--- src/rtl/ppi_pkg.sv ---
// Shared constants and types for the PPI CPU bus interface.
// Address map, FSM state encoding, reset mode word and mode-word bit positions.
package ppi_pkg;

  localparam logic [1:0] ADDR_PA   = 2'b00;
  localparam logic [1:0] ADDR_PB   = 2'b01;
  localparam logic [1:0] ADDR_PC   = 2'b10;
  localparam logic [1:0] ADDR_CTRL = 2'b11;

  localparam logic [7:0] MODE_RESET = 8'h9B;

  // Bit positions inside the mode control word
  localparam int PA_IN     = 4;
  localparam int PB_IN     = 1;
  localparam int PCU_IN    = 3;
  localparam int PCL_IN    = 0;
  localparam int MODE_FLAG = 7;

  typedef enum logic [1:0] {
    IDLE  = 2'd0,
    WRITE = 2'd1,
    READ  = 2'd2
  } state_t;

endpackage

--- src/rtl/ppi_sync.sv ---
// Multi-flop synchroniser for one asynchronous active-low strobe.
// Flops preset to 1 on reset so the strobe reads as inactive.
module ppi_sync #(
  parameter int STAGES = 2
) (
  input  logic clk,
  input  logic rst,
  input  logic d,
  output logic q
);

  logic [STAGES-1:0] chain;

  always_ff @(posedge clk) begin
    if (rst) chain <= '1;
    else     chain <= {chain[STAGES-2:0], d};
  end

  assign q = chain[STAGES-1];

endmodule

--- src/rtl/ppi_bus_ctrl.sv ---
// PPI CPU bus interface: strobe sync, write/read FSM, mode word and port latches.
// Define PPI_READBACK_EN to make a control-address read return mode_word instead of 8'hFF.
module ppi_bus_ctrl #(
  parameter int         SYNC_STAGES = 2,
  parameter logic [7:0] MODE_RESET  = ppi_pkg::MODE_RESET
) (
  input  logic       clk,
  input  logic       rst,
  input  logic       cs_n,
  input  logic       rd_n,
  input  logic       wr_n,
  input  logic [1:0] addr,
  input  logic [7:0] din,
  output logic [7:0] dout,
  output logic       dout_en,
  input  logic [7:0] pa_in,
  input  logic [7:0] pb_in,
  input  logic [7:0] pc_in,
  output logic [7:0] port_a_out,
  output logic [7:0] port_b_out,
  output logic [7:0] port_c_out,
  output logic [7:0] mode_word,
  output logic [7:0] bsr_control,
  output logic       bsr_strobe
);

  import ppi_pkg::*;

  logic       cs_s, rd_s, wr_s;
  logic [1:0] addr_w;
  logic [7:0] din_w;
  logic [7:0] rd_data;
  logic       commit;
  state_t     state_q, state_d;

  ppi_sync #(.STAGES(SYNC_STAGES)) u_sync_cs (.clk(clk), .rst(rst), .d(cs_n), .q(cs_s));
  ppi_sync #(.STAGES(SYNC_STAGES)) u_sync_rd (.clk(clk), .rst(rst), .d(rd_n), .q(rd_s));
  ppi_sync #(.STAGES(SYNC_STAGES)) u_sync_wr (.clk(clk), .rst(rst), .d(wr_n), .q(wr_s));

  // Track addr/din while WR is low so the last value before WR rises is committed
  always_ff @(posedge clk) begin
    if (rst) begin
      addr_w <= '0;
      din_w  <= '0;
    end else if (!wr_s) begin
      addr_w <= addr;
      din_w  <= din;
    end
  end

  always_ff @(posedge clk) begin
    if (rst) state_q <= IDLE;
    else     state_q <= state_d;
  end

  // NOTE: every output of this block gets a default first, so no latch is inferred.
  always_comb begin
    state_d = state_q;
    commit  = 1'b0;
    case (state_q)
      IDLE: begin
        if (!cs_s && !wr_s)      state_d = WRITE;
        else if (!cs_s && !rd_s) state_d = READ;
      end
      WRITE: begin
        if (wr_s) begin
          state_d = IDLE;
          commit  = !cs_s;
        end
      end
      READ: begin
        if (rd_s || cs_s) state_d = IDLE;
      end
      default: state_d = IDLE;
    endcase
  end

  always_comb begin
    rd_data = 8'h00;
    case (addr)
      ADDR_PA: rd_data = mode_word[PA_IN] ? pa_in : port_a_out;
      ADDR_PB: rd_data = mode_word[PB_IN] ? pb_in : port_b_out;
      ADDR_PC: rd_data = {mode_word[PCU_IN] ? pc_in[7:4] : port_c_out[7:4],
                          mode_word[PCL_IN] ? pc_in[3:0] : port_c_out[3:0]};
`ifdef PPI_READBACK_EN
      ADDR_CTRL: rd_data = mode_word;
`else
      ADDR_CTRL: rd_data = 8'hFF;
`endif
      default: rd_data = 8'h00;
    endcase
  end

  // NOTE: registered state uses non-blocking assignments so all flops update together.
  always_ff @(posedge clk) begin
    if (rst) begin
      mode_word   <= MODE_RESET;
      port_a_out  <= '0;
      port_b_out  <= '0;
      port_c_out  <= '0;
      bsr_control <= '0;
      bsr_strobe  <= 1'b0;
      dout        <= '0;
    end else begin
      bsr_strobe <= 1'b0;
      if (commit) begin
        case (addr_w)
          ADDR_PA: port_a_out <= din_w;
          ADDR_PB: port_b_out <= din_w;
          ADDR_PC: port_c_out <= din_w;
          ADDR_CTRL: begin
            if (din_w[MODE_FLAG]) begin
              mode_word  <= din_w;
              port_a_out <= '0;
              port_b_out <= '0;
              port_c_out <= '0;
            end else begin
              bsr_control                <= din_w;
              bsr_strobe                 <= 1'b1;
              port_c_out[din_w[3:1]]     <= din_w[0];
            end
          end
          default: ;
        endcase
      end
      if (state_q == READ) dout <= rd_data;
    end
  end

  assign dout_en = (state_q == READ);

endmodule

--- config.mk ---
export PLATFORM = sky130hd
export DESIGN_NAME = ppi_bus_ctrl
export DESIGN_NICKNAME = d
export VERILOG_FILES = /design/src/rtl/ppi_pkg.sv /design/src/rtl/ppi_sync.sv /design/src/rtl/ppi_bus_ctrl.sv
export SDC_FILE = /design/constraint.sdc
export NUM_CORES = 1
export LEC_CHECK = 0
export BUFFER_PORTS_ARGS = -buffer_cell sky130_fd_sc_hd__buf_2
export CAP_MARGIN = 25
export CORE_AREA = 2 2 75 94
export CTS_BUF_LIST = sky130_fd_sc_hd__clkbuf_16
export CTS_CLUSTER_DIAMETER = 200
export CTS_CLUSTER_SIZE = 12
export DETAILED_ROUTE_END_ITERATION = 16
export DIE_AREA = 0 0 77 96
export HOLD_SLACK_MARGIN = 0.1
export PLACE_DENSITY = 0.75
export SLEW_MARGIN = 20
export SYNTH_ARGS = -nofsm -noshare
export SYNTH_HDL_FRONTEND = slang
export SYNTH_SLANG_ARGS = --single-unit
--- constraint.sdc ---
create_clock -name clk -period 1.7 [get_ports clk]
set_input_delay 0 -clock clk [delete_from_list [all_inputs] [get_ports clk]]
set_output_delay 0 -clock clk [all_outputs]
set_load 0.005 [all_outputs]
==> results by group <==
Yosys
  – Mux cell area share after synthesis: 16.35%
  – YS warnings: 0
  – Async SR Flop Fraction: 0%
  – Synth Area in Adders: 0%
  – Seq/Total Area, Yosys: 41.27%
  – EDFF count, synth: 0
  – Syn Area/Cell: 9.246 um^2
  – Post-synth top area share: between 40% and 50%
  – Post-synthesis xor/xnor area fraction: 0%
  – Simple-gate area share of the yosys netlist: between 10% and 20%
  – Synth cell types: between 40 and 50
  – Post-synth top area cell: dfxtp_1
  – Mapped cell area: around 3200 um^2
  – Main combinational cell family by area after synthesis: compound AO/OA/AOI/OAI gates
  – Syn Inst Count: 341
  – Synth Area in Compound Gates: 18.93%
  – Top cells by instance count after synthesis: dfxtp_1, nand2_1, o21ai_0, mux2_2, mux2i_1
  – Synthesis-stage register bit count: 65
  – Largest cells by area after synthesis: dfxtp_1, mux2_2, mux2i_1, o21ai_0, nand3_1
  – Syn_nets: 380
  – Most frequent cell after synthesis: dfxtp_1
  – Ys flop type: dfxtp_1

Setup path
  – Cell family with most CP delay: flip-flops
  – Worst path required time: 1.95 ns
  – Critical Path Sink Type: register
  – Crit Path Class: register to register
  – Worst path cell trace: and3b_1 > a211oi_1 > mux2i_1
  – CP max stage delay: 0.53 ns
  – Crit path arrival time: 1.79 ns
  – Setup crit start kind: register
  – Critical path's slowest cell: dfxtp_1
  – Worst Path Max Fanout: 11
  – Critical path buffer and inverter count: 0

Global route
  – Antenna violations before repair: 0
  – Vias in the first global route: between 2,000 and 3,000
  – Largest net degree at the start of global routing: 35
  – Gr ovfl total: 0
  – First-pass GRT wire length: 13,450 um
  – Total Routing Usage GR: 23.45%

Place
  – Placed Cells: a little under 500
  – Pre-CTS setup slack: 0.1194 ns
  – GP Congestion: 0.9018
  – Post-detail-place hpwl: between 5000 and 6000 um
  – Port bufs: 86

Worst hold path
  – HP Class: input port to register

Clock tree
  – CTS tree: yes
  – Worst skew pair latency: 0.32 ns
  – CTS Buf Count: 9
  – Clk root buf: clkbuf_16
  – Worst-path clk slew: 0.05 ns
  – Maximum clock path buffer count: 2
  – Max H-tree Level: 3
  – # clock sinks: 65

STA
  – Worst Tran Pin Value: about 0.56 ns
  – Hold Violations, Final: 0
  – Slew headroom: between 60% and 70%
  – Final worst setup slack: ~0.16 ns
  – Fin crit share: 90.47%
  – Final slew viol count: 0
  – Worst Skew: about 0.0065 ns
  – Setup TNS: 0 ns
  – Hold Slack: 0.1137 ns
  – RSZ-0062 raised after global routing: no
  – Count of final setup violators: 0
  – Minimum clock period: 1.538 ns
  – Max Clock Freq: 0.6502 GHz

Layout
  – Cell Count, Final, Fillers Out: around 530
  – Layout cells sized above 1: 33.79%
  – Antenna Cells: 0
  – P&R area growth vs syn: 28.97%
  – Final Core Density: 62.33%
  – Filler instances: 580
  – Fin nets: 473
  – Area taken by multi-input logic gates: 1635 um^2
  – Register area: 1301 um^2

Pwr
  – VDD IR-drop max: 668.0 uV
  – Pwr/cell area: around 860 nW/um^2
  – Leak Pwr: about 1.8 nW

Floorplan
  – Die Y: 96 um
  – Die Wd: 77 um
  – Area of the die: 7392 um^2
  – Initial Utilization: 48.33%
  – Core Rows: 33
  – Number of I/O pins: a little under 90
  – Core area: 6524 um^2

Route
  – Initial drt markers: 239
  – Drt pass-1 iters: 4
  – Vias: 2,942
  – Remaining antenna violation count: 0
  – Routed vias/inst: 5.604
  – DRC: 0
  – WL final: 8599 um
  – Average wire per standard cell: 16.38 um

Run
  – MaxCap Viol Count: 0

Status
  – Status: finished clean
## repair_timing
action / in CTS / in global routing
hold buffers: 19 / 0
gates resized for setup: 0 / 1
setup buffers: 0 / 0
setup endpoints to repair: 0 / 2
hold endpoints to repair: 25 / 0
## cell type report
type | count | share of cell area [%]
Multi-Input combinational cell | 232 | 40.22
Clock buffer | 9 | 5.538
Timing Repair Buffer | 114 | 17.23
Tap cell | 87 | 2.677
Clock inverter | 6 | 1.231
Inverter | 12 | 1.108
Sequential cell | 65 | 32.00
## through the flow
step / power, W / instance area (um^2)
6_report: 0.003513 / 4066
2_1_floorplan: 0.001714 / 3153
4_1_cts: 0.003531 / 4065
3_5_place_dp: 0.001796 / 3600
3_3_place_gp: 0.001793 / 3600
5_1_grt: 0.003618 / 4066
## path summary, 6_finish.rpt
check | start | endpoint | slack (ns) | cells past startpoint
min | pb_in[6] | dout[6]$_SDFFE_PP0P_ | 0.11 | 4
min reg2reg | u_sync_rd.chain[0]$_SDFF_PP1_ | u_sync_rd.chain[1]$_SDFF_PP1_ | 0.41 | 1
max reg2reg | din_w[7]$_SDFFE_PP0N_ | port_c_out[3]$_SDFFE_PP0P_ | 0.16 | 3
max | din_w[7]$_SDFFE_PP0N_ | port_c_out[3]$_SDFFE_PP0P_ | 0.16 | 3
## routing by layer
| metal | wire length [um] | part of all wire [%] | global-route usage [%] | up-vias |
|---|---|---|---|---|
| met4 | 312 | 3.6 | 14.14 | 0 |
| met3 | 516 | 6.0 | 4.972 | 23 |
| met2 | 4119 | 48 | 38.30 | 122 |
| met1 | 3652 | 42 | 28.65 | 1383 |
| met5 | 0 | 0 | 0 | - |
| li1 | - | - | - | 1414 |
## layout by cell type, fill, tap and decap left out, drive strengths merged, types with 3 or more instances in the layout
cell and count:
o211ai 12, nand2 28, a21oi 11, a21boi 7, clkinv 6, mux2i 23, dfxtp 65, o21ai 28
o32ai 8, nor2 14, a211o 4, or2 6, clkbuf 9, mux2 25, and3 5, a22oi 8
and4bb 3, nand3 22, dlygate4sd3 19, nand3b 4, inv 11, nor3 3, buf 95, a211oi 4
nor3b 3
## sequential cells by signal, indices dropped and copies added, names as in the netlist
register and cells:
u_sync_wr.chain 2, u_sync_cs.chain 2, mode_word 7, addr_w 2, state_q 2, u_sync_rd.chain 2, bsr_control 7, dout 8
port_b_out 8, bsr_strobe 1, port_a_out 8, din_w 8, port_c_out 8
## logic make-up (layout without fill, tap and decap cells)
kind of cell / count (synthesis) / in the layout
AOI/OAI and AO/OA: 86 / 86
other: 2 / 2
buffers and inverters: 44 / 141
muxes: 48 / 48
and+or+nand+nor: 96 / 96
DFF: 65 / 65
## power by group
group / switching (W) / leakage (nW) / internal, W / total [W]
Sequential: 0.0000269 / 0.526 / 0.00154 / 0.00157
Combinational: 0.000108 / 1.09 / 0.000125 / 0.000234
Clock: 0.000610 / 0.135 / 0.00110 / 0.00171
## worst min-delay path, cell delays in order
cell and delay, ns:
buf_2 0.07, mux2_2 0.14, o21ai_0 0.09, o211ai_1 0.09
Note: power is estimated with default switching activity, not from simulation.
